[src/rtl/arith_pkg.sv]
// Shared arithmetic-library definitions: default datapath geometry and the
// serial subtractor's controller state encoding.
package arith_pkg;

   localparam int DEF_WIDTH = 16;
   localparam int DEF_SLICE = 4;
   localparam int NSTEPS    = DEF_WIDTH / DEF_SLICE;
   localparam int STEP_W    = $clog2(NSTEPS);

   typedef enum logic [1:0] {
      ST_IDLE = 2'd0,
      ST_CALC = 2'd1,
      ST_DONE = 2'd2
   } state_t;

endpackage

[src/rtl/cla_serial_subtractor_16bit_if.sv]
// Start/done operation bus between the datapath controller (master) and the
// serial subtractor (slave).
interface cla_serial_subtractor_16bit_if #(
   parameter int WIDTH = arith_pkg::DEF_WIDTH
);
   logic             start;
   logic [WIDTH-1:0] in1;
   logic [WIDTH-1:0] in2;
   logic             b_in;
   logic             ready;
   logic [WIDTH-1:0] diff;
   logic             b_out;
   logic             ovf;
   logic             done;

   modport master (
      output start, in1, in2, b_in,
      input  ready, diff, b_out, ovf, done
   );

   modport slave (
      input  start, in1, in2, b_in,
      output ready, diff, b_out, ovf, done
   );
endinterface

[src/rtl/cla_4bit_slice.sv]
// Combinational 4-bit carry-lookahead adder slice with group propagate and
// generate outputs for chaining.
module cla_4bit_slice (
   input  logic [3:0] a,
   input  logic [3:0] b,
   input  logic       c_in,
   output logic [3:0] sum,
   output logic       c_out,
   output logic       p,
   output logic       g
);
   logic [3:0] w_p;
   logic [3:0] w_g;
   logic [3:0] w_c;

   assign w_p = a ^ b;
   assign w_g = a & b;

   assign w_c[0] = c_in;
   assign w_c[1] = w_g[0] | (w_p[0] & c_in);
   assign w_c[2] = w_g[1] | (w_p[1] & w_g[0]) | (w_p[1] & w_p[0] & c_in);
   assign w_c[3] = w_g[2] | (w_p[2] & w_g[1]) | (w_p[2] & w_p[1] & w_g[0])
                 | (w_p[2] & w_p[1] & w_p[0] & c_in);

   assign p = &w_p;
   assign g = w_g[3] | (w_p[3] & w_g[2]) | (w_p[3] & w_p[2] & w_g[1])
            | (w_p[3] & w_p[2] & w_p[1] & w_g[0]);

   assign c_out = g | (p & c_in);
   assign sum   = w_p ^ w_c;
endmodule

[src/rtl/cla_serial_subtractor_16bit.sv]
// Multi-cycle subtractor: diff = in1 - in2 - b_in, one CLA nibble per cycle,
// LSB first, with the inter-nibble carry held in a register.
module cla_serial_subtractor_16bit
   import arith_pkg::*;
#(
   parameter int WIDTH = DEF_WIDTH,
   parameter int SLICE = DEF_SLICE
) (
   input  logic clk,
   input  logic rst,
   cla_serial_subtractor_16bit_if.slave bus
);
   localparam logic [STEP_W-1:0] LAST_STEP = STEP_W'(NSTEPS - 1);

   state_t             r_state;
   logic [STEP_W-1:0]  r_step;
   logic [WIDTH-1:0]   r_a;
   logic [WIDTH-1:0]   r_b_n;
   logic               r_carry;
   logic [WIDTH-1:0]   r_diff;
   logic               r_b_out;
   logic               r_ovf;
   logic               r_ready;
   logic               r_done;

   logic [SLICE-1:0]   w_a_nib;
   logic [SLICE-1:0]   w_b_nib;
   logic [SLICE-1:0]   w_sum;
   logic               w_cout;
   logic               w_grp_p;
   logic               w_grp_g;
   logic               w_final_c;

   assign w_a_nib = r_a[r_step*SLICE +: SLICE];
   assign w_b_nib = r_b_n[r_step*SLICE +: SLICE];

   cla_4bit_slice u_slice (
      .a     (w_a_nib),
      .b     (w_b_nib),
      .c_in  (r_carry),
      .sum   (w_sum),
      .c_out (w_cout),
      .p     (w_grp_p),
      .g     (w_grp_g)
   );

   // Final carry rebuilt from the group terms; the borrow is its complement.
   assign w_final_c = w_grp_g | (w_grp_p & r_carry);

   always_ff @(posedge clk or posedge rst) begin
      if (rst) begin
         r_state <= ST_IDLE;
         r_step  <= '0;
         r_a     <= '0;
         r_b_n   <= '0;
         r_carry <= 1'b0;
         r_diff  <= '0;
         r_b_out <= 1'b0;
         r_ovf   <= 1'b0;
         r_ready <= 1'b1;
         r_done  <= 1'b0;
      end else begin
         case (r_state)
            ST_IDLE: begin
               r_done <= 1'b0;
               if (bus.start) begin
                  r_a     <= bus.in1;
                  r_b_n   <= ~bus.in2;
                  r_carry <= ~bus.b_in;
                  r_diff  <= '0;
                  r_step  <= '0;
                  r_ready <= 1'b0;
                  r_state <= ST_CALC;
               end
            end
            ST_CALC: begin
               r_diff[r_step*SLICE +: SLICE] <= w_sum;
               r_carry <= w_cout;
               if (r_step == LAST_STEP) begin
                  r_b_out <= ~w_final_c;
                  // Operand signs differ when in1[MSB] equals ~in2[MSB].
                  r_ovf   <= (r_a[WIDTH-1] == r_b_n[WIDTH-1]) &&
                             (w_sum[SLICE-1] != r_a[WIDTH-1]);
                  r_done  <= 1'b1;
                  r_state <= ST_DONE;
               end else begin
                  r_step <= r_step + 1'b1;
               end
            end
            ST_DONE: begin
               r_done  <= 1'b0;
               r_ready <= 1'b1;
               r_step  <= '0;
               r_state <= ST_IDLE;
            end
            default: begin
               r_done  <= 1'b0;
               r_ready <= 1'b1;
               r_step  <= '0;
               r_state <= ST_IDLE;
            end
         endcase
      end
   end

   assign bus.ready = r_ready;
   assign bus.diff  = r_diff;
   assign bus.b_out = r_b_out;
   assign bus.ovf   = r_ovf;
   assign bus.done  = r_done;
endmodule

[src/flat_wrapper.sv]
// flat-port wrapper written by rule: the top's interface ports become plain ports
module cla_serial_subtractor_16bit_flat import arith_pkg::*;
#(
   parameter int WIDTH = DEF_WIDTH,
   parameter int SLICE = DEF_SLICE
)
  (clk, rst, bus_start, bus_in1, bus_in2, bus_b_in, bus_ready, bus_diff, bus_b_out, bus_ovf, bus_done);
  cla_serial_subtractor_16bit_if #(.WIDTH(WIDTH)) bus_i ();
  input  logic clk;
  input  logic rst;
  input wire logic [$bits(bus_i.start)-1:0] bus_start;
  input wire logic [$bits(bus_i.in1)-1:0] bus_in1;
  input wire logic [$bits(bus_i.in2)-1:0] bus_in2;
  input wire logic [$bits(bus_i.b_in)-1:0] bus_b_in;
  output wire logic [$bits(bus_i.ready)-1:0] bus_ready;
  output wire logic [$bits(bus_i.diff)-1:0] bus_diff;
  output wire logic [$bits(bus_i.b_out)-1:0] bus_b_out;
  output wire logic [$bits(bus_i.ovf)-1:0] bus_ovf;
  output wire logic [$bits(bus_i.done)-1:0] bus_done;
  assign bus_i.start = bus_start;
  assign bus_i.in1 = bus_in1;
  assign bus_i.in2 = bus_in2;
  assign bus_i.b_in = bus_b_in;
  assign bus_ready = bus_i.ready;
  assign bus_diff = bus_i.diff;
  assign bus_b_out = bus_i.b_out;
  assign bus_ovf = bus_i.ovf;
  assign bus_done = bus_i.done;
  cla_serial_subtractor_16bit #(.WIDTH(WIDTH), .SLICE(SLICE)) u_core (.clk(clk), .rst(rst), .bus(bus_i));
endmodule
[config.mk]
export PLATFORM = sky130hd
export DESIGN_NAME = cla_serial_subtractor_16bit_flat
export DESIGN_NICKNAME = d
export VERILOG_FILES = /design/src/rtl/arith_pkg.sv /design/src/rtl/cla_serial_subtractor_16bit_if.sv /design/src/rtl/cla_4bit_slice.sv /design/src/rtl/cla_serial_subtractor_16bit.sv /design/src/flat_wrapper.sv
export SDC_FILE = /design/constraint.sdc
export NUM_CORES = 1
export LEC_CHECK = 0
export CORE_MARGIN = 10
export CORE_UTILIZATION = 46
export CTS_CLUSTER_SIZE = 14
export DETAILED_ROUTE_END_ITERATION = 6
export PLACE_DENSITY = 0.74
export SYNTH_ARGS = -nofsm -noshare
export SYNTH_HDL_FRONTEND = slang
export SYNTH_HIERARCHICAL = 1
export SYNTH_SLANG_ARGS = --single-unit
[constraint.sdc]
create_clock -name clk -period 2.5 [get_ports clk]
set_input_delay 0.625 -clock clk [delete_from_list [all_inputs] [get_ports clk]]
set_output_delay 0.625 -clock clk [all_outputs]
set_load 0.05 [all_outputs]
# ---- Yosys cells after proc, flatten, opt, wreduce, memory -nomap -nowiden
# Index checks and enable logic that the tools add are counted.
dict set report classes {
  addsub 2
  n_eq_ne 7
  n_shift 4
  n_mux 15
  bitwise 32
  n_reduce_logical 10
}
# operator n
set ops {}
lappend ops {{4-bit negation with 34-bit output} 1}
lappend ops {{4-bit by 34-bit variable shift with 16-bit output (first input constant)} 1}
lappend ops {{4-bit by 34-bit indexed part select with 16-bit output} 1}
lappend ops {{16-bit case mux with 2 select lines} 1}
lappend ops {{16-bit by 5-bit indexed part select with 4-bit output} 2}
lappend ops {{16-bit bitwise mux} 1}
lappend ops {{16-bit two-way mux} 1}
lappend ops {{16-bit NOT} 1}
lappend ops {{1-bit AND} 15}
lappend ops {{2-bit AND reduction} 6}
lappend ops {{1-bit bitwise OR} 10}
lappend ops {{2-bit two-way mux} 4}
lappend ops {{2-bit case mux with 2 select lines} 2}
lappend ops {{4-bit bitwise XOR} 2}
lappend ops {{4-bit AND} 1}
lappend ops {{1-bit two-way mux} 4}
lappend ops {{2-bit != test (second input constant)} 2}
lappend ops {{1-bit case mux with 2 select lines} 2}
lappend ops {{4-bit AND reduction} 1}
lappend ops {{1-bit NOT} 3}
lappend ops {{2-bit by 1-bit adder with 2-bit output (second input constant)} 1}
lappend ops {{2-bit by 1-bit equality test with 1-bit output (second input constant)} 1}
lappend ops {{2-bit equality test (second input constant)} 1}
lappend ops {{2-bit logical NOT} 1}
lappend ops {{5 further kinds} 5}
dict set report totals {
  register_bits 57
  input_bits 36
  out_inout_bits 20
  wordCells 80
}

# ---- Logic depth before layout (Yosys ltp)
# Gate-level depths: netlist (run 1).
dict set report logic_depth {
  depth_word 10
  ltp_mapped 9
  mapped_depth_nobuf 8
}

# ---- Modules after synthesis
# The synthesis (run 1) kept the hierarchy.
# mod instances cells_per_inst area_each_um2
set modules_own_cells {}
lappend modules_own_cells {cla_serial_subtractor_16bit 1 191 2544.9}
lappend modules_own_cells {cla_4bit_slice 1 22 193.9}

# ---- Worst setup path after synthesis (run 1)
# Ideal clock, no wire load.
dict set report synth_path {
  path_kind {reg2reg}
  startpoint {register u_core.r_step[0]}
  endpoint {register u_core.r_ovf, in the netlist u_core/bus.ovf}
  arrival_ps 2452
  required_time_ps 2371
  slack_ps -81
  stages_incl_launch_ff 10
  n_path_buf 1
  period_less_slack_ps 2581
  path_cell_list {dfrtp_1 -> buf_4 -> mux4_2 -> ha_1 -> a41oi_2 -> o21ai_2 -> xor2_1 -> and3b_1 -> a21oi_1 -> o21ai_0}
}
dict set report synth_between {
  elab_chain_cells 9
  word_cells_on_any_way 17
}
# item line
set synth_rtl {}
lappend synth_rtl {{start: declaration} cla_serial_subtractor_16bit.sv:16} ;# logic [STEP_W-1:0] r_step;
lappend synth_rtl {{start signal: assignment} cla_serial_subtractor_16bit.sv:87} ;# r_step <= r_step + 1'b1;
lappend synth_rtl {{16-bit by 5-bit indexed part select with 4-bit output *} cla_serial_subtractor_16bit.sv:34} ;# assign w_a_nib = r_a[r_step*SLICE +: SLICE];
lappend synth_rtl {{net u_core.w_a_nib[1]} cla_serial_subtractor_16bit.sv:26} ;# logic [SLICE-1:0] w_a_nib;
lappend synth_rtl {{4-bit AND / 4-bit bitwise XOR (equally long branches)} {cla_4bit_slice.sv:17, cla_4bit_slice.sv:16}}
lappend synth_rtl {{1-bit AND, on equally long branches} {cla_4bit_slice.sv:22, cla_4bit_slice.sv:23}}
lappend synth_rtl {{1-bit bitwise OR (tied with other cells)} cla_4bit_slice.sv:22} ;# assign w_c[3] = w_g[2] | (w_p[2] & w_g[1]) | (w_p[2] & w_p[1] & w_g[0])
lappend synth_rtl {{1-bit bitwise OR / 1-bit AND (equally long branches)} {cla_4bit_slice.sv:22, cla_4bit_slice.sv:23}}
lappend synth_rtl {{1-bit bitwise OR *} cla_4bit_slice.sv:23} ;# | (w_p[2] & w_p[1] & w_p[0] & c_in);
lappend synth_rtl {{4-bit bitwise XOR *} cla_4bit_slice.sv:30} ;# assign sum = w_p ^ w_c;
lappend synth_rtl {{net u_core.w_sum[3]} cla_serial_subtractor_16bit.sv:28} ;# logic [SLICE-1:0] w_sum;
lappend synth_rtl {{1-bit != test *} cla_serial_subtractor_16bit.sv:83} ;# (w_sum[SLICE-1] != r_a[WIDTH-1]);
lappend synth_rtl {{1-bit logical AND *} cla_serial_subtractor_16bit.sv:82} ;# r_ovf <= (r_a[WIDTH-1] == r_b_n[WIDTH-1]) &&
lappend synth_rtl {{end signal: assignment} cla_serial_subtractor_16bit.sv:82}
lappend synth_rtl {{end: declaration} cla_serial_subtractor_16bit.sv:22} ;# logic r_ovf;
# The timed path passes the listed nets; every way through them passes the cells marked *.
# A chain may end at the register's enable or synchronous reset.

# ---- Worst setup path in the final report (run 1)
dict set report layout_path {
  startpoint {register u_core.r_ready, in the netlist u_core/bus.ready}
  endpoint {output port bus_ready}
}
# item line
set layout_rtl {}
lappend layout_rtl {{start: declaration} cla_serial_subtractor_16bit.sv:23} ;# logic r_ready;
lappend layout_rtl {{start signal: assignment} cla_serial_subtractor_16bit.sv:60} ;# r_ready <= 1'b1;
lappend layout_rtl {{start signal: assignment} cla_serial_subtractor_16bit.sv:72} ;# r_ready <= 1'b0;
lappend layout_rtl {{start signal: assignment} cla_serial_subtractor_16bit.sv:92} ;# r_ready <= 1'b1;
lappend layout_rtl {{end: declaration} flat_wrapper.sv:15} ;# output wire logic [$bits(bus_i.ready)-1:0] bus_ready;
# No word-level cell between the ends.

==> results.json, run 1 <==
{
  "clk_path_buf_depth": 2,
  "crit_slowest_cell": "clkdlybuf4s50_1",
  "path_class": "flip-flop to primary output",
  "wl_per_cell_um": 16.6,
  "ys_types": 36,
  "dp.cells": 339,
  "layout_setup_ws_ns": 0.198,
  "slowest_delay_ns": 0.81,
  "slew_violations": 0,
  "grt_pass1_wl_um": 10200,
  "worst-path-buf-inv": 1,
  "max-cap-violations": 0,
  "grt_pass1_vias": 2062,
  "synth-seq-cells": 57,
  "start_util": 0.468,
  "hpwl_um": 4630,
  "final_common_cell": "dfrtp_1",
  "yosysSeqAreaShare": 0.521,
  "cts_max_level": 3,
  "overflow": 0,
  "crit_chain": "clkdlybuf4s50_1",
  "syn_to_final_growth_pct": 31.2,
  "drive_gt1_frac": 0.194,
  "drt_iter0_drc": 83,
  "ys_warn_count": 6,
  "io_buffers": 55,
  "n_antenna_cell": 0,
  "post_cts_buffers": 0,
  "netlist_area_um2": 2740,
  "clock_sinks": 57,
  "leakagePower_nw": 1.64,
  "clk_latency_ns": 0.34,
  "clk_pin_slew_worst_paths_ns": 0.06,
  "worst_slew_pin_slew_ns": 0.653,
  "cts_buffers": 9,
  "cpLargestDelayFamily": "buffers and inverters",
  "cts-root-buf": "clkbuf_8",
  "grt_antenna_before_repair": 0,
  "rows": 28,
  "die_h_um": 97.2,
  "start_kind": "flip-flop",
  "dr.pass1.iters": 4,
  "nets": 322,
  "synth_nets": 260,
  "avgSynthCellArea_um2": 12.9,
  "cts_tree": "yes",
  "grt_setup_unrepaired": "no",
  "status": "finished clean",
  "p_per_area_nw_per_um2": 1560,
  "routed_wl_um": 5860,
  "hold_viol": 0,
  "vias": 1832,
  "layout_min_cycle_time_ns": 2.30,
  "crit_path_max_fanout": 2,
  "hp-class": "flip-flop to flip-flop",
  "max_freq_ghz": 0.434,
  "grt_max_degree": 50,
  "syn_inst": 213,
  "core-area_um2": 5850,
  "layout_common_cells": "56 x dfrtp_1, 55 x clkdlybuf4s50_1, 22 x nand2_1",
  "crit_path_end_kind": "primary output",
  "ir_drop_v": 0.000794,
  "grt_usage": 0.132,
  "skew_ns": 0.00558,
  "worstPathRequired_ns": 1.88,
  "arrival_ns": 1.68,
  "finish.instance_area_um2": 3590,
  "die_x_um": 97.2,
  "dp_slack_ns": 0.0992,
  "ant_nets": 0,
  "tns_ns": 0,
  "placed_area_um2": 3390,
  "io_pins": 56,
  "period_share": 0.921,
  "via_per_inst": 5.19,
  "die-area_um2": 9440,
  "place_congestion": 0.760,
  "setup_viol_count_final": 0,
  "final_util": 0.614,
  "relSlewSlack": 0.564,
  "drc_errors": 0,
  "fin_cells": 353
}
## worst paths after layout
kind	slack, ns	endpoint	start	cells after the start
hold / removal	0.48	u_core/r_b_n[11]	u_core/r_b_n[11]	2
min in group asynchronous	0.60	u_core/r_a[12]	rst	2
hold reg to reg	0.48	u_core/r_b_n[11]	u_core/r_b_n[11]	2
setup reg to reg	0.21	u_core/bus.ovf	u_core/r_step[0]	9
setup / recovery	0.20	bus_ready	u_core/bus.ready	1
max in group asynchronous	1.33	u_core/bus.ready	rst	3
## worst reg2reg max path: stages, from the launching register on
cell and delay [ns]:
dfrtp_1 0.37, buf_12 0.16, mux4_2 0.55, ha_4 0.32, a21oi_2 0.07, o21ai_2 0.18
xor2_2 0.16, and3b_1 0.18, a21oi_1 0.10, o21ai_0 0.08
## cell families after synthesis
family | Yosys count | synth area share
compound gates | 56 | 0.143
xor+xnor | 3 | 0.00960
fa+ha+maj | 11 | 0.0530
buf+inv | 20 | 0.0375
flops | 57 | 0.521
mux | 24 | 0.153
simple gates | 42 | 0.0822
## synthesized netlist by cell type, drive strengths merged
cell type	number	area, µm²
mux2	16	240
dfrtp	56	1400
fa	1	20.0
buf	5	46.3
o21bai	1	7.51
nor2	4	15.0
xnor2	2	17.5
o21a	1	7.51
or3b	1	11.3
nand3b	2	15.0
nor4	3	37.5
inv	11	41.3
a21o	8	60.1
mux4	8	180
a211oi	1	7.51
and4	1	10.0
clkbuf	4	15.0
o21ai	22	114
xor2	1	8.76
a2bb2oi	1	8.76
a41oi	1	16.3
nand3	2	10.0
a32o	1	10.0
a21oi	5	28.8
dfstp	1	26.3
a22o	15	131
and2	1	6.26
and3b	1	8.76
nand2	22	82.6
ha	10	125
nor3	2	10.0
nand2b	3	18.8
## per-stage QoR
step / power [mW] / hold WS (ns)
2_1_floorplan: 3.89 / 0.444
3_3_place_gp: 4.65 / 0.460
3_5_place_dp: 4.75 / 0.470
4_1_cts: 5.49 / 0.483
5_1_grt: 6.02 / 0.503
6_report: 5.60 / 0.477
## cell type report
class	instances	area, µm²
clock buffers	14	163
fillers	472	2260
inverters	11	41.3
multi-input cells	136	1250
flip-flops and latches	57	1430
well taps	75	93.8
repair buffers	60	613
## routing by layer
| metal | wire (µm) | global-route usage |
|---|---|---|
| met4 | 134 | 0.0783 |
| met2 | 2690 | 0.200 |
| met3 | 361 | 0.0477 |
| met5 | 0 | 0 |
| met1 | 2680 | 0.158 |
## state kept, by name, summed over array words and instances, names as in the netlist
register          flops
u_core/bus.b_out      1
u_core/bus.diff      16
u_core/bus.done       1
u_core/bus.ovf        1
u_core/bus.ready      1
u_core/r_a           16
u_core/r_b_n         16
u_core/r_carry        1
u_core/r_state        2
u_core/r_step         2
## power by group
part           internal, mW  switching, mW
registers              1.34          0.296
clock network         0.403          0.322
logic                  1.52           1.72
## repair_timing
item / CTS / global route
hold endpoints to repair: 0 / 0
hold buffers: 0 / 0
gates resized for setup: 0 / 4
endpoints found under the setup margin: 0 / 1
Power figures use the tool's default switching activity.
==> run 2, diff against run 1 <==
PLACE_DENSITY = 0.85   (was 0.74)
TNS_END_PERCENT = 10   (was default)
==> results.json, run 2 (synthesized netlist as in run 1, its figures left out) <==
{
  "status": "finished clean",
  "dr.pass1.iters": 4,
  "relSlewSlack": 0.574,
  "cts_max_level": 3,
  "ant_nets": 0,
  "p_per_area_nw_per_um2": 1600,
  "path_class": "flip-flop to flip-flop",
  "placed_area_um2": 3390,
  "max_freq_ghz": 0.422,
  "finish.instance_area_um2": 3620,
  "n_antenna_cell": 0,
  "grt_usage": 0.132,
  "grt_pass1_vias": 2082,
  "cts-root-buf": "clkbuf_8",
  "via_per_inst": 5.36,
  "die-area_um2": 9440,
  "grt_max_degree": 50,
  "grt_antenna_before_repair": 0,
  "start_kind": "flip-flop",
  "fillCellCount": 468,
  "crit_path_max_fanout": 8,
  "routed_wl_um": 6210,
  "crit_slowest_cell": "mux4_2",
  "clk_pin_slew_worst_paths_ns": 0.06,
  "grt_pass1_wl_um": 10200,
  "worstPathRequired_ns": 2.71,
  "start_util": 0.468,
  "core-area_um2": 5850,
  "place_congestion": 0.845,
  "skew_ns": 0.00761,
  "vias": 1914,
  "grt_setup_unrepaired": "no",
  "clock_sinks": 57,
  "hpwl_um": 4730,
  "drt_iter0_drc": 50,
  "worst_slew_pin_slew_ns": 0.640,
  "leakagePower_nw": 1.66,
  "io_pins": 56,
  "cts_tree": "yes",
  "overflow": 0,
  "final_common_cell": "dfrtp_1",
  "slew_violations": 0,
  "clk_path_buf_depth": 2,
  "clk_latency_ns": 0.33,
  "drc_errors": 0,
  "nets": 324,
  "die_x_um": 97.2,
  "arrival_ns": 2.58,
  "wl_per_cell_um": 17.4,
  "crit_path_end_kind": "flip-flop",
  "hp-class": "flip-flop to flip-flop",
  "tns_ns": 0,
  "syn_to_final_growth_pct": 32.2,
  "max-cap-violations": 0,
  "setup_viol_count_final": 0,
  "die_h_um": 97.2,
  "cts_buffers": 9,
  "rows": 28,
  "period_share": 0.947,
  "ir_drop_v": 0.000741,
  "layout_min_cycle_time_ns": 2.37,
  "io_buffers": 55,
  "drive_gt1_frac": 0.206,
  "cpLargestDelayFamily": "multiplexers",
  "worst-path-buf-inv": 1,
  "layout_setup_ws_ns": 0.132,
  "dp_slack_ns": 0.0350,
  "hold_viol": 0,
  "crit_chain": "buf_12, mux4_2, ha_4, a21oi_2, o21ai_2, xor2_2, and3b_1, a21oi_1, o21ai_0",
  "slowest_delay_ns": 0.55,
  "layout_common_cells": "56 x dfrtp_1, 55 x clkdlybuf4s50_1, 22 x nand2_1"
}
run 2: changes by cell type in the layout (fill, tap and decap cells not counted), sizes merged:
cell    change
bufinv      +1
clkinv      +2
clkbuf      -1
buf         +2
run 2: worst register-to-register path, cell delays in order (launching register included):
cell and delay (ns):
dfrtp_1 0.39, buf_12 0.15, mux4_2 0.55, ha_4 0.33, a21oi_2 0.07, o21ai_2 0.18
xor2_2 0.19, and3b_1 0.20, a21oi_1 0.11, o21ai_0 0.08
run 2: metal layers:
layer / wire length [µm] / up-vias / global-route usage
li1: - / 895 / -
met3: 352 / 11 / 0.0448
met4: 101 / 0 / 0.0602
met2: 3060 / 48 / 0.211
met1: 2700 / 960 / 0.156
met5: 0 / - / 0
run 2: where the power goes:
| group | internal (mW) | switching, mW | leakage [nW] | total [mW] |
|---|---|---|---|---|
| sequential | 1.34 | 0.319 | 0.719 | 1.66 |
| clock | 0.485 | 0.341 | 0.0974 | 0.826 |
| combinational | 1.55 | 1.78 | 0.841 | 3.33 |
| total | 3.37 | 2.44 | 1.66 | 5.81 |
run 2: through the flow:
stage	hold slack, ns	utilization	std cells	power [mW]
CTS	0.489	0.611	356	5.65
global placement	0.456	0.579	340	4.65
global route	0.518	0.619	357	6.18
floorplan	0.444	-	213	3.89
detailed placement	0.475	0.579	340	4.79
finish	0.487	0.619	357	5.81
run 2: final timing paths:
kind                                  start               end  slack [ns]  cells after the start
setup / recovery           u_core/r_step[0]    u_core/bus.ovf        0.13                      9
hold / removal             u_core/r_b_n[11]  u_core/r_b_n[11]        0.49                      2
setup reg to reg           u_core/r_step[0]    u_core/bus.ovf        0.13                      9
hold reg to reg            u_core/r_b_n[11]  u_core/r_b_n[11]        0.49                      2
max in group asynchronous               rst  u_core/bus.ready        1.48                      3
min in group asynchronous               rst     u_core/r_a[0]        0.69                      3
run 2: repair_timing:
item,4_1_cts,5_1_grt
buffers inserted,0,1
setup endpoints to repair,0,4
gates resized for setup,0,4
hold buffers,0,0
run 2: cell type report:
class / count / area [µm²] / area share
inverters: 11 / 41.3 / 0.0114
clock inverters: 3 / 40.0 / 0.0111
clock buffers: 13 / 149 / 0.0411
repair buffers: 62 / 616 / 0.170
well taps: 75 / 93.8 / 0.0259
multi-input cells: 136 / 1250 / 0.346
flip-flops and latches: 57 / 1430 / 0.394
